--- config.mk ---
export PLATFORM = sky130hd
export DESIGN_NAME = jk_bank_ctrl
export DESIGN_NICKNAME = d
export VERILOG_FILES = /design/src/rtl/jk_ctrl_pkg.sv /design/src/rtl/jk_cell.sv /design/src/rtl/jk_bank_ctrl.sv
export SDC_FILE = /design/constraint.sdc
export NUM_CORES = 1
export LEC_CHECK = 0
export ABC_AREA = 1
export CORE_MARGIN = 3
export CORE_UTILIZATION = 46
export CTS_CLUSTER_DIAMETER = 30
export DETAILED_ROUTE_END_ITERATION = 8
export HOLD_SLACK_MARGIN = 0.15
export PLACE_DENSITY_LB_ADDON = 0.1
export SYNTH_ARGS = -nofsm -noshare
export SYNTH_HDL_FRONTEND = slang
export SYNTH_SLANG_ARGS = --single-unit
--- constraint.sdc ---
create_clock -name clk -period 1.56 [get_ports clk]
set_input_delay 0.39 -clock clk [delete_from_list [all_inputs] [get_ports clk]]
set_output_delay 0.39 -clock clk [all_outputs]
set_load 0.05 [all_outputs]
--- src/rtl/jk_ctrl_pkg.sv ---
// Shared definitions for the JK bank controller: op encodings, FSM state type
// and round-robin pointer values.
package jk_ctrl_pkg;

  localparam logic [1:0] OP_HOLD = 2'b00;
  localparam logic [1:0] OP_CLR  = 2'b01;
  localparam logic [1:0] OP_SET  = 2'b10;
  localparam logic [1:0] OP_TGL  = 2'b11;

  typedef enum logic {
    IDLE  = 1'b0,
    APPLY = 1'b1
  } state_t;

  localparam logic PTR_A = 1'b0;
  localparam logic PTR_B = 1'b1;

endpackage

--- src/rtl/jk_cell.sv ---
// One JK flip-flop of the bank; async active-low reset clears Q.
module jk_cell
  import jk_ctrl_pkg::*;
(
  input  logic clk,
  input  logic rst_n,
  input  logic J,
  input  logic K,
  output logic Q,
  output logic Qn
);

  always_ff @(posedge clk or negedge rst_n) begin
    if (!rst_n) begin
      Q <= 1'b0;
    end else begin
      case ({J, K})
        OP_CLR:  Q <= 1'b0;
        OP_SET:  Q <= 1'b1;
        OP_TGL:  Q <= ~Q;
        default: Q <= Q;
      endcase
    end
  end

  assign Qn = ~Q;

endmodule

--- src/rtl/jk_bank_ctrl.sv ---
// Two-requester round-robin controller driving a bank of JK cells.
// One command per two cycles: IDLE accepts, APPLY drives J/K for one edge.
module jk_bank_ctrl
  import jk_ctrl_pkg::*;
#(
  parameter  int N_BITS = 4,
  localparam int IDX_W  = (N_BITS > 2) ? $clog2(N_BITS) : 1
) (
  input  logic              clk,
  input  logic              rst_n,
  input  logic              a_valid,
  output logic              a_ready,
  input  logic [IDX_W-1:0]  a_idx,
  input  logic [1:0]        a_op,
  input  logic              b_valid,
  output logic              b_ready,
  input  logic [IDX_W-1:0]  b_idx,
  input  logic [1:0]        b_op,
  output logic [N_BITS-1:0] q,
  output logic [N_BITS-1:0] qn,
  output logic              done,
  output logic              done_id,
  output logic              err,
  output state_t            dbg_state
);

  // Handshake: a command transfers at a rising edge where valid & ready are
  // both high; ready is only offered in IDLE, to at most one requester, and
  // a requester keeps valid/idx/op steady until it sees ready.

  localparam logic [IDX_W:0] N_LIM = (IDX_W + 1)'(N_BITS);

  state_t           r_state;
  state_t           w_state_nxt;
  logic             r_ptr;
  logic             r_req;
  logic [IDX_W-1:0] r_idx;
  logic [1:0]       r_op;
  logic             r_done;
  logic             r_done_id;
  logic             r_err;

  logic             w_grant_a;
  logic             w_grant_b;
  logic             w_hs;
  logic             w_oob;
  logic [N_BITS-1:0] w_j;
  logic [N_BITS-1:0] w_k;

  always_comb begin
    w_state_nxt = r_state;
    w_grant_a   = 1'b0;
    w_grant_b   = 1'b0;
    case (r_state)
      IDLE: begin
        // A lone requester wins outright; a tie goes to the pointer.
        if (a_valid && (!b_valid || r_ptr == PTR_A)) begin
          w_grant_a = 1'b1;
        end else if (b_valid) begin
          w_grant_b = 1'b1;
        end
        if (w_grant_a || w_grant_b) begin
          w_state_nxt = APPLY;
        end
      end
      APPLY:   w_state_nxt = IDLE;
      default: w_state_nxt = IDLE;
    endcase
  end

  // Gated by rst_n so no ready escapes while reset is held.
  assign a_ready = rst_n & w_grant_a;
  assign b_ready = rst_n & w_grant_b;
  assign w_hs    = a_ready | b_ready;
  assign w_oob   = {1'b0, r_idx} >= N_LIM;

  always_ff @(posedge clk or negedge rst_n) begin
    if (!rst_n) begin
      r_state   <= IDLE;
      r_ptr     <= PTR_A;
      r_req     <= 1'b0;
      r_idx     <= '0;
      r_op      <= OP_HOLD;
      r_done    <= 1'b0;
      r_done_id <= 1'b0;
      r_err     <= 1'b0;
    end else begin
      r_state <= w_state_nxt;
      r_done  <= (r_state == APPLY);
      if (r_state == APPLY) begin
        r_done_id <= r_req;
        r_err     <= w_oob;
      end
      if (w_hs) begin
        r_req <= w_grant_b;
        r_ptr <= w_grant_a;
        r_idx <= w_grant_b ? b_idx : a_idx;
        r_op  <= w_grant_b ? b_op  : a_op;
      end
    end
  end

  for (genvar gi = 0; gi < N_BITS; gi++) begin : g_cell
    logic w_sel;
    assign w_sel   = (r_state == APPLY) && (r_idx == IDX_W'(gi));
    assign w_j[gi] = w_sel & r_op[1];
    assign w_k[gi] = w_sel & r_op[0];

    jk_cell u_cell (
      .clk   (clk),
      .rst_n (rst_n),
      .J     (w_j[gi]),
      .K     (w_k[gi]),
      .Q     (q[gi]),
      .Qn    (qn[gi])
    );
  end

  assign done      = r_done;
  assign done_id   = r_done_id;
  assign err       = r_err;
  assign dbg_state = r_state;

endmodule

==> results.md <==
- Final Cycle Share: 101%
- Total gr overflow: 0
- Post-synth top area share: between 40% and 50%
- Vias in the first global route: between 600 and 700
- Clk_lat worst skew: 0.27 ns
- Maximum VDD drop: 1050 uV
- Pwr dens: 1780 nW/um^2
- Clock Tree Buf Depth: 2
- Synthesized instance count: between 80 and 90
- Final worst slack: -0.00984 ns
- Largest net degree at the start of global routing: 12
- Psw: 0.940 mW
- Critical Path Start Type: flip-flop
- Post-Syn Area: 743 um^2
- Hold-fix buffer count after cts: 0
- Worst Path Arrival: between 1 and 1.5 ns
- Routed length per placed instance: 12.2 um
- Reg clk slew, reported paths: 0.08 ns
- Worst Skew: 0.00382 ns
- Number of synthesis warnings: 0
- Internal: approximately 1.1 mW
- Initial antenna violation count: 0
- Fillcell total: 86
- Clock Sinks: 13
- Hold Slack: roughly 0.35 ns
- First drt pass iteration count: 4
- Post-layout util: 83.9%
- Core area: 1400 um^2
- Worst Path Required: 1.17 ns
- Mean Syn Cell Area: 8.35 um^2
- RePlAce Congestion: 0.730
- Yosys top cell by area: dfrtp_1
- Hold Crit Class: in2async
- Antenna-violating nets left: 0
- Seq/Total Area, Yosys: 43.8%
- Status: finished, violations left
- Main area contributors after synthesis: dfrtp_1, nand2_1, buf_4
- Critical path buffers and inverters: 3
- Io pins: 26
- Clock root buffer: clkbuf_4
- Die Span Y: between 40 and 50 um
- I/O Buffers: 24
- Num CTS Buffers: 3
- Commonest non-fill, non-tap cell in the layout: nand2_1
- Crit-path cells: inv_2 -> nand4_4 -> clkinvlp_4 -> buf_12
- Detailed Route Iter0 Violations: 19
- Die ar.: 2130 um^2
- Max Cap Viol: 0
- H-tree depth: 1
- CP max stage delay: approximately 0.47 ns
- Net Sw Frac: a little under half
- Placed cells: between 100 and 150
- Synth cell types: 17
- Endpoint type of the worst setup path: output pin
- Slowest-stage cell, CP: dfrtp_2
- Area delta synth->final: 57.9%
- Seq pwr share: 28.5%
- Detailed placement HPWL: 1290 um
- Failing checks: setup timing
- Non-filler cells, final: between 100 and 150
- Worst-path fanout max: 4
- TritonCTS clock tree: built
- GRT Total Usage: ~18%
- Width of the die: between 40 and 50 um
- Comb pwr share: about 62%
- Via-to-Cell Ratio: 4.95
- Most frequent cells in the layout: nand2_1, buf_12, nand3_1, dfrtp_1, buf_4
- P_leak: 0.584 nW
- Synth Net Count: 101
- Post-layout net count: 132
- Total power after layout: between 2 and 2.5 mW
- Share of layout cells above drive strength 1: 31.9%
- Row cnt: 13
- Clk network pwr share: slightly below 10%
- ANT cells: 0
- # setup viols final: 1
- Starting density of the core: between 50% and 60%
- Total number of vias: 663
- Final hold viol count: 0
- Setup Crit Path Kind: reg2out
- Synth Register Bits: 13
- Final min period: 1.57 ns
- DRC: 0
- RSZ-0062 raised after global routing: yes
- Crit path max-delay family: flip-flops
- First-pass GRT wire length: between 2000 and 3000 um
- Fmax: 0.637 GHz
- Slew Viols, Final: 0
- Final WL: around 1600 um
## metrics by stage
step | cell area [um^2] | setup WS (ns) | TNS [ns]
after floorplan | 748 | 0.0163 | 0
after global placement | 1100 | -0.236 | -0.699
after detailed placement | 1100 | -0.232 | -0.853
after CTS | 1150 | 0.00542 | 0
after global routing | 1170 | -0.0605 | -0.0833
final | 1170 | -0.00984 | -0.00984
## kinds of logic after synthesis
family,Yosys count,share of synthesized area [%]
AND/OR/NAND/NOR,43,31.5
flip-flops,13,43.8
AO/OA/AOI/OAI,9,7.07
other,1,0.505
buffers and inverters,23,17.2
## power groups by stage
stage / combinational, mW / sequential, mW / clock [mW]
floorplan: 0.763 / 0.584 / 0
finish: 1.29 / 0.595 / 0.203
detailed placement: 1.27 / 0.605 / 0
global placement: 1.24 / 0.590 / 0
global route: 1.35 / 0.613 / 0.228
CTS: 1.29 / 0.595 / 0.200
## worst paths after layout
check                               startpoint                             end  slack [ns]  cells after the start
setup / recovery           dbg_state$_DFF_PN0_                         a_ready       -0.01                      4
hold / removal                           rst_n             dbg_state$_DFF_PN0_        0.35                      2
setup reg to reg           dbg_state$_DFF_PN0_             r_op[0]$_DFFE_PN0P_        0.34                      8
hold reg to reg              r_req$_DFFE_PN0P_             done_id$_DFFE_PN0P_        0.52                      2
max in group asynchronous                rst_n  g_cell[3].u_cell.Q$_DFFE_PN0P_        1.01                      2
min in group clk             r_req$_DFFE_PN0P_             done_id$_DFFE_PN0P_        0.52                      2
## per-layer routing
metal  global-route usage [%]  routed length (um)  vias up
met5                        0                   0        -
met4                     6.82                  29        0
met3                     4.69                  85        2
met2                     35.2                 901       19
met1                     16.9                 620      307
li1                         -                   -      335
## cell usage after synthesis
master    n
conb_1    1
o31ai_1   3
buf_4     9
nand2_4   1
o21ai_1   1
dfrtp_1  13
nor2_8    1
nand4_4   1
inv_2     2
nand2_2   1
o21ai_0   5
inv_1    11
buf_6     1
nor2_1    2
nand2_1  24
nand3_1  12
nand3_4   1
## registers in the layout, summed over array words and instances, names as in the netlist
name,cells
dbg_state,1
done,1
done_id,1
g_cell.u_cell.Q,4
r_idx,2
r_op,2
r_ptr,1
r_req,1
## what timing repair did
action                                  in CTS  in global routing
resized for setup                            5                  0
pin swaps                                    1                  1
endpoints found under the setup margin       2                  2
setup buffers                                3                  3
## final cells by class
cell class	count	area [um^2]	share of cell area, %
repair buffers	36	457	38.9
flip-flops and latches	13	327	27.8
multi-input cells	53	290	24.7
inverters	13	55.1	4.69
clock buffers	4	26.3	2.24
well taps	15	18.8	1.60
No activity file was read; power rests on OpenSTA's default activity.
